File: config.mk
export PLATFORM = sky130hd
export DESIGN_NAME = morph_pass_sched
export DESIGN_NICKNAME = d
export VERILOG_FILES = /design/src/rtl/morph_pass_sched.sv
export SDC_FILE = /design/constraint.sdc
export NUM_CORES = 1
export LEC_CHECK = 0
export CAP_MARGIN = 30
export CORE_MARGIN = 2
export CORE_UTILIZATION = 45
export CTS_CLUSTER_SIZE = 30
export DETAILED_ROUTE_END_ITERATION = 8
export PLACE_DENSITY_LB_ADDON = 0.05
export SYNTH_ARGS = -nofsm -noshare
export SYNTH_HDL_FRONTEND = slang
export SYNTH_SLANG_ARGS = --single-unit
File: constraint.sdc
create_clock -name i_clk -period 2.9 [get_ports i_clk]
set_input_delay 0.58 -clock i_clk [delete_from_list [all_inputs] [get_ports i_clk]]
set_output_delay 0.58 -clock i_clk [all_outputs]
set_load 0.02 [all_outputs]
File: src/rtl/morph_pass_sched.sv
// morph_pass_sched: pass scheduler for the binary-morphology datapath.
// Generates the raster scan and frame-buffer addresses for each pass and
// selects erode or dilate for that pass. Between passes it flushes the
// datapath latency and swaps the ping-pong read bank.
// Optional feature: define MORPH_SCHED_ABORT_EN to add the i_abort input.
//
// Host handshake: i_start is sampled only in IDLE. o_busy is high from the
// first SCAN cycle through the last FLUSH cycle. o_done pulses for exactly
// one cycle when the sequence ends. There is no backpressure: the datapath
// must accept one pixel per cycle while o_pix_valid is high.
module morph_pass_sched #(
  parameter int H_ACTIVE = 640,
  parameter int V_ACTIVE = 480,
  parameter int PIPE_LAT = 2,
  parameter int ADDR_W   = 19
) (
  input  logic              i_clk,
  input  logic              i_rst,
  input  logic              i_start,
  input  logic              i_mode,
  input  logic [3:0]        i_n_erode,
  input  logic [3:0]        i_n_dilate,
`ifdef MORPH_SCHED_ABORT_EN
  input  logic              i_abort,
`endif
  output logic [10:0]       o_hcount,
  output logic [10:0]       o_vcount,
  output logic              o_pix_valid,
  output logic              o_op_sel,
  output logic [ADDR_W-1:0] o_rd_addr,
  output logic              o_rd_bank,
  output logic [ADDR_W-1:0] o_wr_addr,
  output logic              o_wr_en,
  output logic [4:0]        o_pass_idx,
  output logic              o_busy,
  output logic              o_done,
  output logic [1:0]        o_state
);

  localparam int FC_W = (PIPE_LAT > 1) ? $clog2(PIPE_LAT) : 1;

  typedef enum logic [1:0] {
    ST_IDLE  = 2'd0,
    ST_SCAN  = 2'd1,
    ST_FLUSH = 2'd2,
    ST_DONE  = 2'd3
  } state_t;

  state_t            r_state;
  state_t            w_next_state;

  logic              r_mode;
  logic [3:0]        r_n_erode;
  logic [3:0]        r_n_dilate;
  logic [4:0]        r_total;
  logic [4:0]        r_pass_idx;
  logic              r_rd_bank;
  logic              r_aborted;
  logic [10:0]       r_hcount;
  logic [10:0]       r_vcount;
  logic [ADDR_W-1:0] r_rd_addr;
  logic [FC_W-1:0]   r_flush_cnt;
  logic [PIPE_LAT-1:0] r_wr_en_dly;
  logic [ADDR_W-1:0] r_wr_addr_dly [PIPE_LAT];

  logic              w_abort;
  logic [4:0]        w_total_in;
  logic              w_scan_end;
  logic              w_flush_end;
  logic              w_last_pass;
  logic              w_pix_valid;
  logic              w_busy;
  logic              w_done;
  logic              w_op_sel;

`ifdef MORPH_SCHED_ABORT_EN
  assign w_abort = i_abort;
`else
  assign w_abort = 1'b0;
`endif

  assign w_total_in  = {1'b0, i_n_erode} + {1'b0, i_n_dilate};
  assign w_scan_end  = (r_hcount == 11'(H_ACTIVE - 1)) && (r_vcount == 11'(V_ACTIVE - 1));
  assign w_flush_end = (r_flush_cnt == FC_W'(PIPE_LAT - 1));
  assign w_last_pass = (r_pass_idx == (r_total - 5'd1));

  // FSM state register
  always_ff @(posedge i_clk) begin
    if (i_rst) r_state <= ST_IDLE;
    else       r_state <= w_next_state;
  end

  // Next-state decode and per-state strobes
  always_comb begin
    w_next_state = r_state;
    w_pix_valid  = 1'b0;
    w_busy       = 1'b0;
    w_done       = 1'b0;
    case (r_state)
      ST_IDLE: begin
        if (i_start) w_next_state = (w_total_in == 5'd0) ? ST_DONE : ST_SCAN;
      end
      ST_SCAN: begin
        w_pix_valid = ~w_abort;
        w_busy      = 1'b1;
        if (w_abort || w_scan_end) w_next_state = ST_FLUSH;
      end
      ST_FLUSH: begin
        w_busy = 1'b1;
        if (w_flush_end)
          w_next_state = (w_last_pass || r_aborted || w_abort) ? ST_DONE : ST_SCAN;
      end
      ST_DONE: begin
        w_done       = 1'b1;
        w_next_state = ST_IDLE;
      end
      default: w_next_state = ST_IDLE;
    endcase
  end

  // Sequence registers: latched config, scan counters, pass and bank tracking
  always_ff @(posedge i_clk) begin
    if (i_rst) begin
      r_mode      <= 1'b0;
      r_n_erode   <= '0;
      r_n_dilate  <= '0;
      r_total     <= '0;
      r_pass_idx  <= '0;
      r_rd_bank   <= 1'b0;
      r_aborted   <= 1'b0;
      r_hcount    <= '0;
      r_vcount    <= '0;
      r_rd_addr   <= '0;
      r_flush_cnt <= '0;
    end else begin
      case (r_state)
        ST_IDLE: begin
          if (i_start) begin
            r_mode     <= i_mode;
            r_n_erode  <= i_n_erode;
            r_n_dilate <= i_n_dilate;
            r_total    <= w_total_in;
            r_pass_idx <= '0;
            r_rd_bank  <= 1'b0;
            r_aborted  <= 1'b0;
          end
        end
        ST_SCAN: begin
          if (w_next_state == ST_FLUSH) begin
            // Counters park at 0 for the flush and the next pass
            r_hcount    <= '0;
            r_vcount    <= '0;
            r_rd_addr   <= '0;
            r_flush_cnt <= '0;
            r_aborted   <= w_abort;
          end else if (r_hcount == 11'(H_ACTIVE - 1)) begin
            r_hcount  <= '0;
            r_vcount  <= r_vcount + 11'd1;
            r_rd_addr <= r_rd_addr + ADDR_W'(1);
          end else begin
            r_hcount  <= r_hcount + 11'd1;
            r_rd_addr <= r_rd_addr + ADDR_W'(1);
          end
        end
        ST_FLUSH: begin
          r_flush_cnt <= r_flush_cnt + FC_W'(1);
          if (w_abort) r_aborted <= 1'b1;
          // An aborted run never toggles here, so rd_bank keeps the last complete image
          if (w_next_state == ST_SCAN) begin
            r_pass_idx <= r_pass_idx + 5'd1;
            r_rd_bank  <= ~r_rd_bank;
          end
        end
        default: ;
      endcase
    end
  end

  // Write-side delay line matching the datapath latency
  always_ff @(posedge i_clk) begin
    if (i_rst) begin
      r_wr_en_dly <= '0;
      for (int i = 0; i < PIPE_LAT; i++) r_wr_addr_dly[i] <= '0;
    end else begin
      r_wr_en_dly[0]   <= w_pix_valid;
      r_wr_addr_dly[0] <= r_rd_addr;
      for (int i = 1; i < PIPE_LAT; i++) begin
        r_wr_en_dly[i]   <= r_wr_en_dly[i-1];
        r_wr_addr_dly[i] <= r_wr_addr_dly[i-1];
      end
    end
  end

  // Opening erodes first, closing dilates first; forced 0 outside a pass
  always_comb begin
    w_op_sel = 1'b0;
    if (w_busy) begin
      if (r_mode == 1'b0) w_op_sel = ~(r_pass_idx < {1'b0, r_n_erode});
      else                w_op_sel =  (r_pass_idx < {1'b0, r_n_dilate});
    end
  end

  assign o_hcount    = r_hcount;
  assign o_vcount    = r_vcount;
  assign o_pix_valid = w_pix_valid;
  assign o_op_sel    = w_op_sel;
  assign o_rd_addr   = r_rd_addr;
  assign o_rd_bank   = r_rd_bank;
  assign o_wr_addr   = r_wr_addr_dly[PIPE_LAT-1];
  assign o_wr_en     = r_wr_en_dly[PIPE_LAT-1];
  assign o_pass_idx  = r_pass_idx;
  assign o_busy      = w_busy;
  assign o_done      = w_done;
  assign o_state     = r_state;

endmodule

==> reports/metrics.cfg <==
[timing]
min_period_ns = 2.76
drv_slew = 0
holdWs_ns = 0.442
period_share = 0.952
setup_violations = 0
relSlewSlack = 0.607
hold_violations = 0
fmax_ghz = 0.362
clock_skew_ns = 0.0161
worst_slew_pin_slew_ns = 0.588
setup_slack_ns = 0.139

[floorplanning]
die_h_um = 107
start_util = 0.462
io_pins = 85
rows = 37
dieArea_um2 = 11400
core-area_um2 = 10300
fp.dieW_um = 107

[synthesis]
synth-seq-cells = 104
synth-edff-count = 0
yosysMostFrequentCell = dfxtp_1
synth_seq_area_share = 0.439
ys.flop_type = dfxtp_1
synth_common_cells = dfxtp_1 (104), nand2_1 (65), nor2_1 (51), nor2b_1 (43), a21oi_1 (35)
synth_compound_area_frac = 0.120
synth-simple-area-share = 0.253
ys_warn_count = 0
synth-adder-area-share = 0.0543
synth.distinct_cells = 56
muxShareOfSynthArea = 0.00844
syn-mean-instance-area_um2 = 8.66
synth_cells = 548
synth_top_family_by_area = simple AND/OR/NAND/NOR gates
synth_nets = 580
synth_xor_xnor_area_share = 0.0572
synth_top_area_cell = dfxtp_1
syn_area_um2 = 4740
synth_top_area_frac = 0.439
synthArstFlopShare = 0
synth.area.top_cells = dfxtp_1 (44%), nor2b_1 (5.7%), nand2_1 (5.1%)

[placed_design]
numPortBuffers = 84
gp_congestion = 0.813
dpl.hpwl_um = 7200
place_inst = 745
dp_slack_ns = -0.441

[clocking]
root_buffer = clkbuf_8
clkSinkCount = 104
cts_max_path_buffers = 2
numCtsBuffers = 9
h-tree-depth = 3
clk_pin_slew_ns = 0.11
cts_hold_buf = 0
cts_tree = yes
clk_latency_ns = 0.37

[critical_path]
path_depth = 11
r2r-end = o_pass_idx[0]$_SDFFE_PP0P_
r2r_setup_slack_ns = 0.48
worst-setup-path-type = in2reg
critPathRequiredTime_ns = 3.20
critical_path.cell_chain = clkdlybuf4s50_1, inv_1, fa_2, xor2_2, nand4b_1, a211oi_2, or2_1, o21ai_2, buf_4, a2111o_1, o21ai_0
cp_top_family = compound AO/OA/AOI/OAI gates
cp-endpoint = o_vcount[9]$_SDFFE_PP0P_
crit_start = i_n_erode[1]
r2r_start = o_state[1]$_SDFF_PP0_
max_stage_delay_ns = 0.53
worst_setup_path_end_kind = flip-flop
worst-r2r-cell-count = 8
crit_buf_inv = 3
cp_slowest_cell = clkdlybuf4s50_1
worstPathArrival_ns = 3.06
start_kind = input pin
crit_fanout = 13

[route]
routed_via_density = 5.04
routed_wl_um = 10100
wl_per_cell_um = 13.3
vias = 3844
dr.first_iter.drc_count = 104
drc = 0
dr.pass1.iters = 4
ant_nets = 0

[pwr]
combPwrFrac = 0.153
sequentialPowerShare = 0.533
p_leak_uw = 0.00220
p_per_area_nw_per_um2 = 480
netSwitchingPower_uw = 841
vdd_drop_max_mv = 0.342
p_sw_frac = 0.296
power_frac_clock = 0.315
p_int_uw = 2000

[flow_run]
maxCapViolCount = 0

[global_routing]
grt_use_met3 = 0.0365
grt_usage = 0.182
grt_max_degree = 75
grt_overflow = 0
grt_pass1_wl_um = 16800
antenna_found_initial = 0
use_met1 = 0.249
use_met2 = 0.287
grt_pass1_vias = 3538
grt_busiest_layer = met2

[outcome]
status = finished clean

[hold_path]
min_path_type = reg2reg

[final_layout]
area_growth_pct = 24.8
fillers = 990
final_cells = 763
drive_above_1_share = 0.0877
final_net_count = 654
diodes = 0

==> cells by family after synthesis <==
logic type / count (synthesis)
and+or+nand+nor: 242
DFF: 104
AOI/OAI and AO/OA: 85
buffers and inverters: 62
xor gates and xnor gates: 31
adders and majority gates: 20
muxes: 4
==> through the flow <==
step	cell area [um2]	total power [uW]	setup TNS, ns	util
3_3_place_gp	5670	1960	-15.00	0.551
4_1_cts	5870	2870	0	0.571
2_1_floorplan	4740	1810	0	-
3_5_place_dp	5670	1970	-17.81	0.551
6_report	5920	2840	0	0.576
5_1_grt	5920	2970	-0.00241	0.576
==> layout by cell type (no fill, tap or decap), drive strengths merged, types with 4 or more instances in the layout <==
| cell type | count |
|---|---|
| clkdlybuf4s50 | 80 |
| nand2 | 65 |
| o21ai | 14 |
| a21oi | 37 |
| nand4 | 9 |
| dfxtp | 104 |
| nor2b | 43 |
| inv | 24 |
| nor2 | 51 |
| nor3 | 16 |
| nand3 | 25 |
| clkbuf | 9 |
| ha | 19 |
| buf | 21 |
| xor2 | 19 |
| and3 | 7 |
| nand2b | 11 |
| xnor2 | 12 |
| mux2i | 4 |
==> how the worst min path moves through the flow <==
stage | start | to | slack, ns | depth (start not counted)
2_1_floorplan | r_wr_addr_dly[0][0]$_SDFF_PP0_ | r_wr_addr_dly[0][19]$_SDFF_PP0_ | 0.41 | 1
3_3_place_gp | r_wr_addr_dly[0][8]$_SDFF_PP0_ | r_wr_addr_dly[0][27]$_SDFF_PP0_ | 0.42 | 1
3_5_place_dp | r_wr_addr_dly[0][10]$_SDFF_PP0_ | r_wr_addr_dly[0][29]$_SDFF_PP0_ | 0.42 | 1
4_1_cts | r_wr_addr_dly[0][10]$_SDFF_PP0_ | r_wr_addr_dly[0][29]$_SDFF_PP0_ | 0.45 | 1
5_1_grt | r_wr_addr_dly[0][13]$_SDFF_PP0_ | r_wr_addr_dly[0][32]$_SDFF_PP0_ | 0.46 | 1
6_report | r_wr_addr_dly[0][10]$_SDFF_PP0_ | r_wr_addr_dly[0][29]$_SDFF_PP0_ | 0.44 | 1
==> layout make-up <==
cell class / instances / area (um2) / share of cell area
well taps: 136 / 170 / 0.0287
flip-flops and latches: 104 / 2080 / 0.352
inverters: 21 / 78.8 / 0.0133
clock inverters: 7 / 70.1 / 0.0118
clock buffers: 9 / 124 / 0.0209
multi-input cells: 382 / 2370 / 0.401
repair buffers: 104 / 1020 / 0.173
==> per-layer routing <==
layer,routed length (um),part of all wire
met3,386,0.038
met1,4940,0.49
met4,172,0.017
met2,4640,0.46
met5,0,0
==> power groups by stage <==
stage | registers, uW | clock network, uW | logic [uW]
2_1_floorplan | 1560 | 0 | 252
6_report | 1520 | 895 | 434
3_3_place_gp | 1550 | 0 | 418
3_5_place_dp | 1550 | 0 | 425
4_1_cts | 1520 | 922 | 431
5_1_grt | 1520 | 968 | 482
==> sequential cells by signal, indices dropped and copies added, names as in the netlist <==
| register | flops |
|---|---|
| o_hcount | 11 |
| o_vcount | 11 |
| r_wr_addr_dly | 38 |
| r_wr_en_dly | 2 |
| r_flush_cnt | 1 |
| r_n_dilate | 4 |
| r_mode | 1 |
| o_pass_idx | 5 |
| o_state | 2 |
| r_n_erode | 4 |
| o_rd_addr | 19 |
| r_total | 5 |
| o_rd_bank | 1 |
==> repair_timing <==
action | 4_1_cts | 5_1_grt
setup buffers | 0 | 2
pin swaps | 0 | 6
gates resized for setup | 3 | 10
endpoints found under the hold margin | 0 | 0
endpoints found under the setup margin | 23 | 44
Note: power is estimated with default switching activity, not from simulation.
